==> src/rtl/hazard_control_unit_if.sv <==
`default_nettype none
// ============================================================================
//  Module      : hazard_control_unit_if
//  Description : Bundle between the pipeline datapath and the hazard control
//                unit: stage instruction registers and control inputs in,
//                decode-stage mux selects, fetch freeze and bubble count out.
//  Revision    : 1.0 - initial release
// ============================================================================
interface hazard_control_unit_if #(
    parameter int PERF_W = 16
);
    logic [31:0]       ir2_output;
    logic [31:0]       ir3_output;
    logic [31:0]       ir4_output;
    logic [31:0]       ir5_output;
    logic              branch_taken;
    logic              hold;
    logic [1:0]        select_ir3;
    logic              select_pc3;
    logic [1:0]        select_x3;
    logic [1:0]        select_y3;
    logic [1:0]        select_md3;
    logic              stall_fetch;
    logic [PERF_W-1:0] bubble_count;

    // Datapath side: supplies instructions and control, consumes selects
    modport master (
        output ir2_output, ir3_output, ir4_output, ir5_output,
        output branch_taken, hold,
        input  select_ir3, select_pc3, select_x3, select_y3, select_md3,
        input  stall_fetch, bubble_count
    );

    // Hazard unit side
    modport slave (
        input  ir2_output, ir3_output, ir4_output, ir5_output,
        input  branch_taken, hold,
        output select_ir3, select_pc3, select_x3, select_y3, select_md3,
        output stall_fetch, bubble_count
    );
endinterface
`default_nettype wire

==> src/rtl/hazard_control_unit.sv <==
`default_nettype none
// ============================================================================
//  Module      : hazard_control_unit
//  Description : Decode-stage mux select generation for a 5-stage RV32I pipe.
//                RAW hazard detection against ir3/ir4/ir5, bubble insertion,
//                wrong-path flush after taken branches, external hold freeze
//                and a saturating bubble counter.
//                Optional macro HAZ_FORWARD_EN: forward z5 from writeback
//                instead of stalling for writeback-stage dependencies.
//  Revision    : 1.0 - initial release
// ============================================================================
module hazard_control_unit #(
    parameter int FLUSH_CYCLES = 2,
    parameter int PERF_W       = 16
) (
    input  wire logic            clk,
    input  wire logic            reset,
    hazard_control_unit_if.slave bus
);
    localparam logic [6:0] c_op_lui    = 7'b0110111;
    localparam logic [6:0] c_op_auipc  = 7'b0010111;
    localparam logic [6:0] c_op_jal    = 7'b1101111;
    localparam logic [6:0] c_op_jalr   = 7'b1100111;
    localparam logic [6:0] c_op_branch = 7'b1100011;
    localparam logic [6:0] c_op_load   = 7'b0000011;
    localparam logic [6:0] c_op_store  = 7'b0100011;
    localparam logic [6:0] c_op_imm    = 7'b0010011;
    localparam logic [6:0] c_op_reg    = 7'b0110011;
    localparam logic [1:0] c_flush_init = 2'(FLUSH_CYCLES - 1);

    typedef enum logic [1:0] {
        RUN   = 2'd0,
        STALL = 2'd1,
        FLUSH = 2'd2
    } state_t;

    function automatic logic f_writes_rd(input logic [31:0] ir);
        case (ir[6:0])
            c_op_lui, c_op_auipc, c_op_jal, c_op_jalr,
            c_op_load, c_op_imm, c_op_reg: f_writes_rd = (ir[11:7] != 5'd0);
            default:                       f_writes_rd = 1'b0;
        endcase
    endfunction

    function automatic logic f_uses_rs1(input logic [31:0] ir);
        f_uses_rs1 = !(ir[6:0] == c_op_lui || ir[6:0] == c_op_auipc ||
                       ir[6:0] == c_op_jal);
    endfunction

    function automatic logic f_uses_rs2(input logic [31:0] ir);
        f_uses_rs2 = (ir[6:0] == c_op_reg || ir[6:0] == c_op_branch ||
                      ir[6:0] == c_op_store);
    endfunction

    // True when producer ir_p writes a register that consumer ir_c reads
    function automatic logic f_match(input logic [31:0] ir_p, input logic [31:0] ir_c);
        f_match = f_writes_rd(ir_p) &&
                  ((f_uses_rs1(ir_c) && ir_p[11:7] == ir_c[19:15]) ||
                   (f_uses_rs2(ir_c) && ir_p[11:7] == ir_c[24:20]));
    endfunction

    state_t            r_state, w_state_next;
    logic [1:0]        r_cnt, w_cnt_next;
    logic [PERF_W-1:0] r_bubble_count;

    logic [1:0] w_sel_ir3, w_sel_x3, w_sel_y3, w_sel_md3;
    logic       w_sel_pc3, w_stall_fetch;
    logic [1:0] w_need;
    logic [1:0] w_base_x3, w_base_y3;
    logic       w_hit3, w_hit4;

    assign w_hit3 = f_match(bus.ir3_output, bus.ir2_output);
    assign w_hit4 = f_match(bus.ir4_output, bus.ir2_output);

    assign w_base_x3 = (bus.ir2_output[6:0] == c_op_auipc ||
                        bus.ir2_output[6:0] == c_op_jal) ? 2'd1 : 2'd0;
    assign w_base_y3 = (bus.ir2_output[6:0] == c_op_reg ||
                        bus.ir2_output[6:0] == c_op_branch) ? 2'd0 : 2'd1;

`ifdef HAZ_FORWARD_EN
    // Writeback dependencies are served by the z5 forward path
    logic w_fwd_rs1, w_fwd_rs2;
    assign w_fwd_rs1 = f_writes_rd(bus.ir5_output) && f_uses_rs1(bus.ir2_output) &&
                       (bus.ir5_output[11:7] == bus.ir2_output[19:15]);
    assign w_fwd_rs2 = f_writes_rd(bus.ir5_output) && f_uses_rs2(bus.ir2_output) &&
                       (bus.ir5_output[11:7] == bus.ir2_output[24:20]);
    assign w_need = w_hit3 ? 2'd2 : (w_hit4 ? 2'd1 : 2'd0);
`else
    // Without forwarding the consumer waits until the producer has retired
    logic w_hit5;
    assign w_hit5 = f_match(bus.ir5_output, bus.ir2_output);
    assign w_need = w_hit3 ? 2'd3 : (w_hit4 ? 2'd2 : (w_hit5 ? 2'd1 : 2'd0));
`endif

    // Next-state and select generation; priority reset > hold > branch > hazard
    always_comb begin
        w_state_next  = r_state;
        w_cnt_next    = r_cnt;
        w_sel_ir3     = 2'd0;
        w_sel_pc3     = 1'b0;
        w_sel_x3      = w_base_x3;
        w_sel_y3      = w_base_y3;
        w_sel_md3     = 2'd0;
        w_stall_fetch = 1'b0;
        if (reset) begin
            w_sel_ir3     = 2'd1;
            w_sel_x3      = 2'd0;
            w_sel_y3      = 2'd0;
            w_stall_fetch = 1'b1;
            w_state_next  = RUN;
            w_cnt_next    = 2'd0;
        end else if (bus.hold) begin
            w_sel_ir3     = 2'd2;
            w_sel_pc3     = 1'b1;
            w_sel_x3      = 2'd2;
            w_sel_y3      = 2'd2;
            w_sel_md3     = 2'd2;
            w_stall_fetch = 1'b1;
        end else if (bus.branch_taken) begin
            // Bubble carries nop (addi x0,x0,0) base selects
            w_sel_ir3    = 2'd1;
            w_sel_x3     = 2'd0;
            w_sel_y3     = 2'd1;
            w_cnt_next   = c_flush_init;
            w_state_next = (FLUSH_CYCLES > 1) ? FLUSH : RUN;
        end else begin
            case (r_state)
                RUN: begin
                    if (w_need != 2'd0) begin
                        w_sel_ir3     = 2'd1;
                        w_sel_x3      = 2'd0;
                        w_sel_y3      = 2'd1;
                        w_stall_fetch = 1'b1;
                        w_cnt_next    = w_need - 2'd1;
                        w_state_next  = (w_need > 2'd1) ? STALL : RUN;
                    end else begin
`ifdef HAZ_FORWARD_EN
                        if (w_fwd_rs1) w_sel_x3 = 2'd3;
                        if (w_fwd_rs2 && w_base_y3 == 2'd0) w_sel_y3 = 2'd3;
                        if (w_fwd_rs2 && bus.ir2_output[6:0] == c_op_store) w_sel_md3 = 2'd1;
`endif
                    end
                end
                STALL, FLUSH: begin
                    // r_cnt counts the bubbles still owed, this one included
                    w_sel_ir3     = 2'd1;
                    w_sel_x3      = 2'd0;
                    w_sel_y3      = 2'd1;
                    w_stall_fetch = (r_state == STALL);
                    w_cnt_next    = (r_cnt == 2'd0) ? 2'd0 : r_cnt - 2'd1;
                    if (r_cnt <= 2'd1) w_state_next = RUN;
                end
                default: begin
                    w_state_next = RUN;
                    w_cnt_next   = 2'd0;
                end
            endcase
        end
    end

    // State, remaining-bubble count and saturating performance counter
    always_ff @(posedge clk) begin
        if (reset) begin
            r_state        <= RUN;
            r_cnt          <= 2'd0;
            r_bubble_count <= '0;
        end else if (!bus.hold) begin
            r_state <= w_state_next;
            r_cnt   <= w_cnt_next;
            if (w_sel_ir3 == 2'd1 && r_bubble_count != {PERF_W{1'b1}})
                r_bubble_count <= r_bubble_count + 1'b1;
        end
    end

    assign bus.select_ir3   = w_sel_ir3;
    assign bus.select_pc3   = w_sel_pc3;
    assign bus.select_x3    = w_sel_x3;
    assign bus.select_y3    = w_sel_y3;
    assign bus.select_md3   = w_sel_md3;
    assign bus.stall_fetch  = w_stall_fetch;
    assign bus.bubble_count = r_bubble_count;
endmodule
`default_nettype wire

==> src/flat_wrapper.sv <==
// flat-port wrapper written by rule: the top's interface ports become plain ports
module hazard_control_unit_flat 
#(
    parameter int FLUSH_CYCLES = 2,
    parameter int PERF_W       = 16
)
  (clk, reset, bus_ir2_output, bus_ir3_output, bus_ir4_output, bus_ir5_output, bus_branch_taken, bus_hold, bus_select_ir3, bus_select_pc3, bus_select_x3, bus_select_y3, bus_select_md3, bus_stall_fetch, bus_bubble_count);
  hazard_control_unit_if #(.PERF_W(PERF_W)) bus_i ();
  input  wire logic clk;
  input  wire logic reset;
  input wire logic [$bits(bus_i.ir2_output)-1:0] bus_ir2_output;
  input wire logic [$bits(bus_i.ir3_output)-1:0] bus_ir3_output;
  input wire logic [$bits(bus_i.ir4_output)-1:0] bus_ir4_output;
  input wire logic [$bits(bus_i.ir5_output)-1:0] bus_ir5_output;
  input wire logic [$bits(bus_i.branch_taken)-1:0] bus_branch_taken;
  input wire logic [$bits(bus_i.hold)-1:0] bus_hold;
  output wire logic [$bits(bus_i.select_ir3)-1:0] bus_select_ir3;
  output wire logic [$bits(bus_i.select_pc3)-1:0] bus_select_pc3;
  output wire logic [$bits(bus_i.select_x3)-1:0] bus_select_x3;
  output wire logic [$bits(bus_i.select_y3)-1:0] bus_select_y3;
  output wire logic [$bits(bus_i.select_md3)-1:0] bus_select_md3;
  output wire logic [$bits(bus_i.stall_fetch)-1:0] bus_stall_fetch;
  output wire logic [$bits(bus_i.bubble_count)-1:0] bus_bubble_count;
  assign bus_i.ir2_output = bus_ir2_output;
  assign bus_i.ir3_output = bus_ir3_output;
  assign bus_i.ir4_output = bus_ir4_output;
  assign bus_i.ir5_output = bus_ir5_output;
  assign bus_i.branch_taken = bus_branch_taken;
  assign bus_i.hold = bus_hold;
  assign bus_select_ir3 = bus_i.select_ir3;
  assign bus_select_pc3 = bus_i.select_pc3;
  assign bus_select_x3 = bus_i.select_x3;
  assign bus_select_y3 = bus_i.select_y3;
  assign bus_select_md3 = bus_i.select_md3;
  assign bus_stall_fetch = bus_i.stall_fetch;
  assign bus_bubble_count = bus_i.bubble_count;
  hazard_control_unit #(.FLUSH_CYCLES(FLUSH_CYCLES), .PERF_W(PERF_W)) u_core (.clk(clk), .reset(reset), .bus(bus_i));
endmodule
==> config.mk <==
export PLATFORM = sky130hd
export DESIGN_NAME = hazard_control_unit_flat
export DESIGN_NICKNAME = d
export VERILOG_FILES = /design/src/rtl/hazard_control_unit_if.sv /design/src/rtl/hazard_control_unit.sv /design/src/flat_wrapper.sv
export SDC_FILE = /design/constraint.sdc
export NUM_CORES = 1
export LEC_CHECK = 0
export BUFFER_PORTS_ARGS = -buffer_cell sky130_fd_sc_hd__buf_2
export CORE_MARGIN = 8
export CORE_UTILIZATION = 40
export CTS_BUF_LIST = sky130_fd_sc_hd__clkbuf_16
export CTS_CLUSTER_DIAMETER = 150
export DETAILED_ROUTE_END_ITERATION = 8
export GPL_TIMING_DRIVEN = 0
export PLACE_DENSITY = 0.95
export REMOVE_ABC_BUFFERS = 1
export SYNTH_ARGS = -nofsm -noshare
export SYNTH_HDL_FRONTEND = slang
export SYNTH_SLANG_ARGS = --single-unit
==> constraint.sdc <==
create_clock -name clk -period 7.8 [get_ports clk]
set_input_delay 1.56 -clock clk [delete_from_list [all_inputs] [get_ports clk]]
set_output_delay 1.56 -clock clk [all_outputs]
set_load 0.03 [all_outputs]
Word-level counts from Yosys, hierarchy flattened. Index checks and enable logic that the tools add are counted.

Bits in registers: 20. Word-level logic and storage cells: 121. Output and inout bits: 26.

Mux-type cells: 41. Bitwise gates (word level): 1. Reduce and logical (&&, ||, !) cells: 32. $lt $le $gt $ge: 2. Add/sub/neg operators: 3. Equality and inequality tests: 39.

Operator list (count): 7-bit by 6-bit equality test with 1-bit output (second input constant) (9); 7-bit equality test (second input constant) (8); 7-bit by 5-bit equality test with 1-bit output (second input constant) (7); 2-bit 2-to-1 mux (21); 5-bit equality test (6); 7-bit by 2-bit equality test with 1-bit output (second input constant) (3); 7-bit OR reduction (3); 2-bit case mux with 2 select lines (5); 16-bit by 1-bit adder with 16-bit output (second input constant) (1); 16-bit inequality test (second input constant) (1); 5-bit nonzero test (3); 1-bit 2-to-1 mux (14); 1-bit logical AND (10); 1-bit logical OR (8); 3-bit by 2-bit inequality test with 1-bit output (second input constant) (2); 2-bit by 1-bit equality test with 1-bit output (second input constant) (2); 2-bit logical NOT (2); 2-bit AND reduction (2); 2-bit by 1-bit subtractor with 2-bit output (second input constant) (2); 3-bit AND reduction (1); 2-bit equality test (second input constant) (1); 2-bit by 1-bit greater-than comparator with 1-bit output (second input constant) (1); 2-bit by 1-bit less-or-equal comparator with 1-bit output (second input constant) (1); 1-bit case mux with 2 select lines (1); 4 further kinds (4).

Logic depth before layout (Yosys ltp). Gate-level depths: netlist of the first run.

Depth in word-level cells: 19. Depth in mapped cells: 12.

Least setup slack after synthesis of the first run. OpenSTA, ideal clock, no wires.

Path type: input to output. Start: input bus_ir2_output[2]. End: output bus_stall_fetch. Cell stages on the path: 10. Data arrival time: 3809 ps. Slack: 2431 ps. Data required time: 6240 ps. Cell sequence: nand4b_1 a211oi_2 nand4_1 a221o_1 nor2b_1 ha_1 nand2b_2 nor2_1 a21oi_1 o21ai_0.

Word-level cells in the longest chain between the ends: 16. Elaborated cells on any way between the ends: 32.

RTL lines: from (decl) (line flat_wrapper.sv:11) `input wire logic [$bits(bus_i.ir2_output)-1:0] bus_ir2_output;`; 7-bit by 6-bit equality test with 1-bit output or 7-bit by 5-bit equality test with 1-bit output (tied branches) (line hazard_control_unit.sv:46) `f_uses_rs1 = !(ir[6:0] == c_op_lui || ir[6:0] == c_op_auipc ||`; 1-bit logical OR (2 in series) (line hazard_control_unit.sv:46); 1-bit logical NOT (line hazard_control_unit.sv:46); 1-bit logical AND (line hazard_control_unit.sv:58) `((f_uses_rs1(ir_c) && ir_p[11:7] == ir_c[19:15]) ||`; 1-bit logical OR (line hazard_control_unit.sv:58); 1-bit logical AND (line hazard_control_unit.sv:57) `f_match = f_writes_rd(ir_p) &&`; 1-bit 2-to-1 mux (line hazard_control_unit.sv:92) `assign w_need = w_hit3 ? 2'd3 : (w_hit4 ? 2'd2 : (w_hit5 ? 2'd1 : 2'd0));`; 2-bit 2-to-1 mux (line hazard_control_unit.sv:92); 2-bit 2-to-1 mux * (line hazard_control_unit.sv:92); 2-bit nonzero test * (line hazard_control_unit.sv:129) `if (w_need != 2'd0) begin`; 1-bit 2-to-1 mux * (line hazard_control_unit.sv:129); 1-bit case mux with 2 select lines * (line hazard_control_unit.sv:127) `case (r_state)`; 1-bit 2-to-1 mux * (line hazard_control_unit.sv:119) `end else if (bus.branch_taken) begin`; 1-bit 2-to-1 mux * (line hazard_control_unit.sv:112) `end else if (bus.hold) begin`; 1-bit 2-to-1 mux * (line hazard_control_unit.sv:105) `if (reset) begin`; to (decl) (line flat_wrapper.sv:22) `output wire logic [$bits(bus_i.stall_fetch)-1:0] bus_stall_fetch;`.

Mark *: on every way between the ends. The rest lies on a longest branch, timed or not.

Worst setup path in the final report of the first run.
Start: input bus_ir2_output[2]. End: output bus_select_ir3[0].

Word-level cells in the longest chain between the ends: 16. Elaborated cells on any way between the ends: 32.

RTL lines: 7-bit by 6-bit equality test with 1-bit output or 7-bit by 5-bit equality test with 1-bit output (tied branches) (line hazard_control_unit.sv:46); 1-bit logical OR (2 in series) (line hazard_control_unit.sv:46); 1-bit logical NOT (line hazard_control_unit.sv:46); 1-bit logical AND (line hazard_control_unit.sv:58); 1-bit logical OR (line hazard_control_unit.sv:58); 1-bit logical AND (line hazard_control_unit.sv:57); 1-bit 2-to-1 mux (line hazard_control_unit.sv:92); 2-bit 2-to-1 mux (line hazard_control_unit.sv:92); 2-bit 2-to-1 mux * (line hazard_control_unit.sv:92); 2-bit nonzero test * (line hazard_control_unit.sv:129); 1-bit 2-to-1 mux * (line hazard_control_unit.sv:129); 2-bit case mux with 2 select lines * (line hazard_control_unit.sv:127); 2-bit 2-to-1 mux * (line hazard_control_unit.sv:119); 2-bit 2-to-1 mux * (line hazard_control_unit.sv:112); 2-bit 2-to-1 mux * (line hazard_control_unit.sv:105); to (decl) (line flat_wrapper.sv:17) `output wire logic [$bits(bus_i.select_ir3)-1:0] bus_select_ir3;`.

Marks and branches as above.

==> results of run 1 <==
-- synthesized netlist by cell type, types with 2 or more instances --
cell / count
nor2_1: 35
xnor2_1: 24
xor2_1: 22
dfxtp_1: 20
nand4_1: 13
a21oi_1: 10
nand2_1: 8
nor3_1: 8
o21ai_0: 8
inv_1: 7
nand3_1: 7
buf_4: 5
nand4b_1: 5
clkbuf_1: 4
ha_1: 4
nor3_2: 4
nor4_1: 4
or4_1: 4
a21o_1: 3
o211ai_1: 3
a221oi_1: 2
and4_1: 2
nor2b_1: 2
-- cell families after synthesis --
kind of cell | share of synthesized area
xor gates and xnor gates | 0.2303
AOI/OAI and AO/OA | 0.1238
and+or+nand+nor | 0.3384
buffers and inverters | 0.04793
adders and majority gates | 0.02861
DFF | 0.2289
other | 0.002144
-- sequential cells by signal, summed over array words and instances, names as in the netlist --
signal / count
u_core.bus.bubble_count: 16
u_core.r_cnt: 2
u_core.r_state: 2
-- final timing paths --
kind | slack, ns | cells past startpoint | to
max | 2.19 | 12 | bus_select_ir3[0]
min | 0.51 | 2 | u_core.r_cnt[1]
max reg2reg | 5.64 | 8 | u_core.bus.bubble_count[11]
min reg2reg | 0.51 | 2 | u_core.r_cnt[1]
-- metal layers --
| metal | global-route usage | vias to the layer above | routed length, um | part of all wire |
|---|---|---|---|---|
| met5 | 0 | - | 0 | 0 |
| met2 | 0.2762 | 58 | 2554 | 0.48 |
| li1 | - | 945 | - | - |
| met4 | 0.07018 | 0 | 121 | 0.023 |
| met1 | 0.1843 | 880 | 2192 | 0.41 |
| met3 | 0.03680 | 8 | 418 | 0.079 |
-- through the flow --
step	cell area [um2]	cells	power, mW
finish	2267	351	0.3191
global route	2267	351	0.3307
CTS	2267	351	0.3191
global placement	2162	347	0.1744
detailed placement	2162	347	0.1768
floorplan	1692	214	0.1442
-- power groups by stage --
stage,Combinational [mW],Sequential (mW),Clock [mW]
after floorplan,0.0342,0.110,0
after global placement,0.0663,0.108,0
after detailed placement,0.0686,0.108,0
after CTS,0.0689,0.106,0.144
after global routing,0.0762,0.106,0.148
final,0.0692,0.106,0.144
-- worst max-delay path: cells and delay by family --
family	cells	cell delay [ns]
simple gates	4	0.76
buf+inv	2	0.28
compound gates	5	1.21
fa+ha+maj	1	0.24
-- area by class of cell --
class	count	area [um2]	area share
multi-input combinational	187	1265	0.5579
timing repair buffer	81	405.4	0.1788
sequential	20	400.4	0.1766
clock buffer	3	75.07	0.03311
tap	52	65.06	0.02870
clock inverter	1	30.03	0.01325
inverter	7	26.28	0.01159
==> results by group, run 1 <==
Power and ir drop
  • Combinational power share: 0.217
  • Int Pwr: ~0.24 mW
  • Seq pwr share: 0.332
  • Power density over the cells: 140.8 nW/um2
  • Peak supply drop: about 0.13 mV
  • Leak Pwr: around 0.95 nW
  • Clock power share: 0.451
  • Net Sw Frac: 0.2626
  • Net Sw Power: 0.08379 mW

Logic synthesis
  • Number of flops mapped to enable cells by yosys: 0
  • Cell taking the most area after synthesis: dfxtp_1
  • Synth warn: 0
  • Post-Syn Area per Cell: 7.809 um2
  • Synth Flop Type: dfxtp_1
  • Register area share after synthesis: 0.2289
  • Top cell type's share of synthesized area: 0.2289
  • Area contributors post-synth: dfxtp_1 (23%), xnor2_1 (12%), xor2_1 (11%)
  • Post-synth ARST share: 0
  • Synth unique cells: 43
  • Synth Cell Area: approximately 1700 um2
  • Yosys reg bits: 20
  • Post-Syn Instances: 224

Global routing
  • Vias in the first global route: ~1,900
  • First-pass GRT wire length: 8.549 mm
  • Grt total ovfl: 0
  • Maximum number of pins on one net before global-route repair: 26
  • Antenna violations before repair: 0
  • GRT Util Overall: 0.1600

CTS
  • Cts hold-fix bufs: 0
  • Clock Latency Late Sink: 0.26 ns
  • Clk buf depth: 2
  • CTS sink cnt: 20
  • CTS Root Cell: clkbuf_16
  • H-tree lvl count: 1
  • CTS resizes: 0
  • CTS tree: built
  • TritonCTS buffer count: 3
  • Setup bufs post-CTS: 0
  • Clk pin slew, worst setup/hold paths: 0.06 ns

Place
  • GP Congestion: 0.9119
  • Final HPWL DP: 4.449 mm
  • PortBufs: just over 80
  • Pre-CTS WS: 2.205 ns

STA
  • Final WS setup: 2.193 ns
  • Fin Setup TNS: 0 ns
  • Tcrit/Tclk final: 0.7188
  • Fin. Hold Viols: 0
  • Final Hold Slack: around 0.51 ns
  • Max Fclk: 178.4 MHz
  • Final setup viols: 0
  • Tmin final: 5.607 ns
  • Final Slew Violations: 0
  • Clock skew: 0.004649 ns
  • RSZ-0062 raised after global routing: false

Cells and area
  • # diodes: 0
  • Layout cells sized above 1: 0.3278
  • # nets final: 436
  • Commonest non-fill, non-tap cells in the layout: buf_2 (81), nor2_1 (35), xnor2_1 (24), xor2_1 (22), dfxtp_1 (20)
  • Final-layout fill cell count: between 400 and 500
  • Fin util: 0.5280
  • Layout area overhead: 29.61%
  • Most common cell after layout, fill and taps aside: buf_2

Critical path
  • Worst path required time: 6.24 ns
  • Kind of critical path: in -> out
  • Largest fanout on the critical path: 4
  • CP peak stage delay: 0.40 ns
  • R2R Path Start: u_core.r_state[0]
  • Critical-path top delay cell: a221o_1
  • Worst path arrival time: 4.05 ns
  • Critical Path, Cell by Cell: buf_2, nand4b_1, a211oi_2, nand4_1, a221o_1, a21oi_1, ha_1, nand2b_2, a21o_1, a21oi_1, or2_2, buf_2
  • Crit path launch: bus_ir2_output[2]
  • Crit path launch type: input port
  • Crit. End Element: output pin

Routing
  • Post-route ant nets: 0
  • Wire per inst: 15.06 um
  • Initial drt markers: 80
  • DRC errors left: 0
  • Via Count: 1,891
  • Drt first pass iters: 4
  • Vias/cell: 5.387
  • Drt total wl: 5.286 mm

Die
  • Die H: 82.13 um
  • Starting Density: 0.4073
  • Die width: between 80 and 90 um
  • Core Footprint: between 4000 and 5000 um2
  • Ports: 158
  • # rows: 24
  • Die area: 6745 um2

Worst hold path
  • Hold Startpoint: u_core.r_cnt[1]
  • Min-delay worst type: reg -> reg

Outcome
  • Status: completed

Run
  • Max-Cap Viols: 0
Power figures use the tool's default switching activity.
==> inputs of run 2 (changes only) <==
Settings changed: ABC_AREA set to 1, CORE_UTILIZATION 40 to 39, PLACE_DENSITY 0.95 to 0.94.
Clock period 7.8 ns to 5.45 ns, I/O delays scaled along.
==> run 2 against run 1 <==
  * Non-clock buffer count is the same
  * First-iteration DRC count shrank 20%
  * Global-route usage shrank 1.9 points
  * Via count grew 11%
  * Largest cell class unchanged
==> results by group, run 2 <==
Die
  • Die width: between 80 and 90 um
  • Ports: around 160
  • Starting Density: 0.3943
  • Core Footprint: approximately 4600 um2
  • # rows: 25
  • Die area: between 7000 and 8000 um2
  • Die H: 84.42 um

STA
  • Max Fclk: 248.8 MHz
  • RSZ-0062 raised after global routing: false
  • Final Slew Violations: 0
  • Fin. Hold Viols: 0
  • Clock skew: 0.001569 ns
  • Final Hold Slack: 0.4864 ns
  • Tcrit/Tclk final: 0.7375
  • Tmin final: 4.019 ns
  • Fin Setup TNS: 0 ns
  • Final setup viols: 0

CTS
  • H-tree lvl count: 1
  • Clk buf depth: 2
  • CTS Root Cell: clkbuf_16
  • Clk pin slew, worst setup/hold paths: 0.06 ns
  • Setup bufs post-CTS: 0
  • TritonCTS buffer count: 3
  • CTS resizes: 0
  • CTS tree: built
  • CTS sink cnt: 20
  • Cts hold-fix bufs: 0
  • Clock Latency Late Sink: 0.25 ns

Global routing
  • Vias in the first global route: around 2,100
  • Antenna violations before repair: 0
  • Grt total ovfl: 0
  • First-pass GRT wire length: 8.638 mm
  • GRT Util Overall: 0.1406
  • Maximum number of pins on one net before global-route repair: 16

Place
  • PortBufs: 81
  • Final HPWL DP: 4.447 mm
  • GP Congestion: between 0.8 and 0.9

Routing
  • Initial drt markers: 64
  • Drt total wl: 5.162 mm
  • Wire per inst: between 10 and 15 um
  • Drt first pass iters: 4
  • Vias/cell: 4.809
  • Post-route ant nets: 0
  • Via Count: 2,092
  • DRC errors left: 0

Run
  • Max-Cap Viols: 0

Cells and area
  • Multi-input gate area: 1214 um2
  • Most common cell after layout, fill and taps aside: buf_2
  • Commonest non-fill, non-tap cells in the layout: buf_2 (81), nand2_1 (72), nor2_1 (43), inv_1 (40), nand3_1 (22)
  • Final-layout fill cell count: 446
  • Layout area overhead: 29.06%
  • # diodes: 0
  • FF/Latch Area: 400.4 um2
  • Layout cells sized above 1: 0.2625
  • # nets final: 518
  • Max reg flops: 16

Logic synthesis
  • Number of flops mapped to enable cells by yosys: 0
  • Yosys reg bits: 20
  • Area contributors post-synth: dfxtp_1 (22%), nand2_1 (15%), nor2_1 (8.8%)
  • Cell taking the most area after synthesis: dfxtp_1
  • Post-synth top cells: nand2_1 (72), nor2_1 (43), inv_1 (40)
  • Synth Flop Type: dfxtp_1
  • Synth Cell Area: 1826 um2
  • Synth warn: 0
  • Post-Syn Instances: 303
  • Post-Syn Area per Cell: 6.025 um2
  • Count leader, synth: nand2_1
  • Complex-gate fraction of the synthesized area: 0.1227
  • Synth Area in Adders: 0.02742
  • Post-synth ARST share: 0
  • Post-synthesis mux area share: 0
  • Xor/xnor share of the synthesized area: 0.1295
  • Main combinational cell family by area after synthesis: simple AND/OR/NAND/NOR gates
  • Post-synthesis simple-gate area fraction: 0.3831
  • Register area share after synthesis: 0.2193
  • Top cell type's share of synthesized area: 0.2193
  • Synth unique cells: 30

Critical path
  • Crit path depth: 15
  • Largest fanout on the critical path: 3
  • R2r worst-path depth: 14
  • CP top delay family: simple AND/OR/NAND/NOR gates
  • Buf+Inv Stages, Crit Path: 3
  • Critical Path, Cell by Cell: buf_2, inv_1, nor2_1, nand2_1, nor2_1, nor2_1, nand2_1, nand2_1, nand2_1, nand2_1, and2_1, ha_1, nand2_1, a2111oi_0, buf_2
  • Crit path launch type: input port
  • CP peak stage delay: about 0.38 ns
  • Worst path arrival time: between 2 and 3 ns
  • Worst path required time: 4.36 ns
  • Top cell by count, worst path: nand2_1
  • Critical-path top delay cell: a2111oi_0
  • Crit. End Element: output pin
  • Kind of critical path: in -> out

Worst hold path
  • WHS Path Cells: 2
  • Min-delay worst type: reg -> reg

Power and ir drop
  • Leak Pwr: 1.199 nW
  • Power density over the cells: 194.3 nW/um2
  • Peak supply drop: 0.1441 mV

Outcome
  • Status: completed
## run 2: worst min-delay path, stage by stage (launching register included)
cell	delay [ns]
dfxtp_1	0.32
nand2_1	0.06
a21oi_1	0.05
## run 2: power by group
part / internal [mW] / switching (mW)
clock network: 0.146 / 0.0534
logic: 0.0437 / 0.0629
registers: 0.150 / 0.00280
## run 2: final timing paths
kind | startpoint | to | slack [ns]
setup / recovery | bus_ir2_output[5] | bus_select_x3[0] | 1.43
hold / removal | u_core.r_state[1] | u_core.r_state[1] | 0.49
setup reg to reg | u_core.r_state[0] | u_core.bus.bubble_count[12] | 3.46
hold reg to reg | u_core.r_state[1] | u_core.r_state[1] | 0.49
## run 2: cell type report
type / count / area share
Clock buffer: 3 / 0.03186
Multi-Input combinational cell: 233 / 0.5151
Inverter: 43 / 0.06957
Timing Repair Buffer: 81 / 0.1721
Tap cell: 54 / 0.02868
Sequential cell: 20 / 0.1699
Clock inverter: 1 / 0.01275
## run 2: cell families after synthesis
group / count (synthesis)
fa+ha+maj: 4
buf+inv: 50
xor+xnor: 27
compound gates: 42
flops: 20
simple gates: 159
other cells: 1
## run 2: through the flow
step	std cells	cell area, um2	power (mW)	worst slack (ns)	utilization
4_1_cts	435	2356	0.4608	1.424	0.5089
3_3_place_gp	431	2251	0.2573	1.426	0.4862
2_1_floorplan	296	1778	0.2161	0.7435	-
6_report	435	2356	0.4579	1.431	0.5089
3_5_place_dp	431	2251	0.2616	1.433	0.4862
5_1_grt	435	2356	0.4788	1.161	0.5089
## run 2: per-layer routing
layer / part of all wire / global-route usage / routed length, um / vias up
met5: 0 / 0 / 0 / -
met4: 0.013 / 0.03560 / 68 / 0
met3: 0.060 / 0.03512 / 309 / 6
met2: 0.50 / 0.2643 / 2560 / 64
met1: 0.43 / 0.1514 / 2223 / 913
li1: - / - / - / 1109
==> inputs of run 3 (changes only) <==
Settings changed: CORE_UTILIZATION 39 to 35, PLACE_DENSITY 0.94 to 0.9.
Clock period 5.45 ns to 3.5 ns, I/O delays scaled along.
==> run 3 against run 2 <==
  * Cell area is 1.2% higher
  * Worst hold slack better by 0.0072 ns
  * Critical endpoint is now bus_select_ir3[0]
  * Sequential share of layout area is 0.21 points lower
==> results by group, run 3 (same netlist as run 2, synthesis figures left out) <==
CTS
  • CTS sink cnt: 20
  • CTS tree: built
  • Clk buf depth: 2
  • CTS Root Cell: clkbuf_16
  • TritonCTS buffer count: 3
  • Clk pin slew, worst setup/hold paths: 0.05 ns
  • H-tree lvl count: 1
  • Cts hold-fix bufs: 0
  • CTS resizes: 0
  • Setup bufs post-CTS: 0
  • Clock Latency Late Sink: 0.25 ns

Critical path
  • Top cell by count, worst path: nand2_1
  • Crit path launch type: input port
  • Critical-path top delay cell: a21oi_1
  • Worst path arrival time: 2.56 ns
  • Crit path launch: bus_ir2_output[2]
  • Largest fanout on the critical path: 3
  • CP peak stage delay: 0.25 ns
  • Critical Path, Cell by Cell: buf_2, inv_1, nand2_1, nor2_1, nand2_1, inv_1, nand3_1, nand2_1, nand2_1, nand2_1, and2_1, ha_1, inv_1, nand2_1, nand2_1, a21oi_1, o21ai_0, buf_2
  • Kind of critical path: in -> out
  • Worst path required time: 2.80 ns
  • Crit. End Element: output pin
  • R2R Path Start: u_core.r_state[0]

STA
  • Fin Setup TNS: 0 ns
  • Clock skew: 0.005937 ns
  • Fin. Hold Viols: 0
  • Max Fclk: around 310 MHz
  • RSZ-0062 raised after global routing: false
  • Final Hold Slack: 0.4935 ns
  • Final Slew Violations: 0
  • Tmin final: 3.263 ns
  • Final setup viols: 0
  • Tcrit/Tclk final: 0.9322
  • Final WS setup: 0.2374 ns

Place
  • Post-place instance area: 2271 um2
  • PortBufs: between 80 and 90
  • GP Congestion: about 0.86
  • Final HPWL DP: 4.485 mm
  • Pre-CTS WS: 0.1937 ns

Global routing
  • Antenna violations before repair: 0
  • First-pass GRT wire length: ~8.4 mm
  • Maximum number of pins on one net before global-route repair: 16
  • GRT Util Overall: 0.1319
  • Grt total ovfl: 0
  • Vias in the first global route: ~2,000

Cells and area
  • Fin area: 2385 um2
  • Commonest non-fill, non-tap cells in the layout: buf_2 (80), nand2_1 (72), nor2_1 (43), inv_1 (40), nand3_1 (22)
  • Most common cell after layout, fill and taps aside: buf_2
  • Max reg flops: 16
  • Final-layout fill cell count: 523
  • Layout area overhead: 30.64%
  • # nets final: 518
  • Layout cells sized above 1: 0.2651
  • # diodes: 0

Run
  • Max-Cap Viols: 0

Die
  • Die area: 7783 um2
  • Starting Density: 0.3597
  • Core Footprint: 5075 um2
  • Die width: 88.22 um
  • # rows: 26
  • Ports: 158
  • Die H: about 88 um

Worst hold path
  • Hold Startpoint: u_core.bus.bubble_count[14]
  • Min-delay worst type: reg -> reg

Routing
  • Vias/cell: 4.696
  • Drt total wl: 5.192 mm
  • Via Count: 2,118
  • DRC errors left: 0
  • Drt first pass iters: 4
  • Post-route ant nets: 0
  • Wire per inst: 11.51 um
  • Initial drt markers: 86

Outcome
  • Status: completed

Power and ir drop
  • Leak Pwr: 1.199 nW
  • Power density over the cells: between 200 and 300 nW/um2
  • Peak supply drop: 0.1415 mV
-- run 3: cell counts in the layout (fill, tap and decap cells not counted) --
No cell type changed its count.
-- run 3: power by group --
| group | leakage [nW] | switching (mW) | internal, mW |
|---|---|---|---|
| combinational | 0.986 | 0.0984 | 0.0682 |
| clock | 0.0511 | 0.0822 | 0.227 |
| sequential | 0.162 | 0.00449 | 0.233 |
| total | 1.20 | 0.185 | 0.528 |
-- run 3: area by class of cell --
cell class                 count  area, um2  area share
clock buffer                   3      75.07     0.03148
clock inverter                 1      30.03     0.01259
inverter                      43      163.9     0.06873
multi-input combinational    233       1220      0.5115
sequential                    20      400.4      0.1679
tap                           70      87.58     0.03673
timing repair buffer          81      407.9      0.1710
-- run 3: path summary, 6_finish.rpt --
path / cells past startpoint / slack [ns] / end
min reg2reg: 2 / 0.49 / u_core.bus.bubble_count[14]
min: 2 / 0.49 / u_core.bus.bubble_count[14]
max reg2reg: 14 / 1.50 / u_core.bus.bubble_count[12]
max: 18 / 0.24 / bus_select_ir3[0]
-- run 3: layer usage --
| metal | share of wire | vias up | GRT usage |
|---|---|---|---|
| met3 | 0.064 | 6 | 0.02786 |
| li1 | - | 1110 | - |
| met4 | 0.011 | 0 | 0.03379 |
| met5 | 0 | - | 0 |
| met1 | 0.43 | 945 | 0.1499 |
| met2 | 0.50 | 57 | 0.2417 |
-- run 3: worst max-delay path, delay by kind of cell --
| kind | cells | cell delay, ns |
|---|---|---|
| and+or+nand+nor | 10 | 0.85 |
| adders and majority gates | 1 | 0.16 |
| buffers and inverters | 5 | 0.49 |
| AOI/OAI and AO/OA | 2 | 0.36 |
-- run 3: stage by stage --
stage | std cells | total power [mW] | utilization
finish | 451 | 0.7130 | 0.4699
detailed placement | 447 | 0.4081 | 0.4475
global placement | 447 | 0.4008 | 0.4475
global route | 451 | 0.7558 | 0.4699
floorplan | 296 | 0.3364 | -
CTS | 451 | 0.7217 | 0.4682
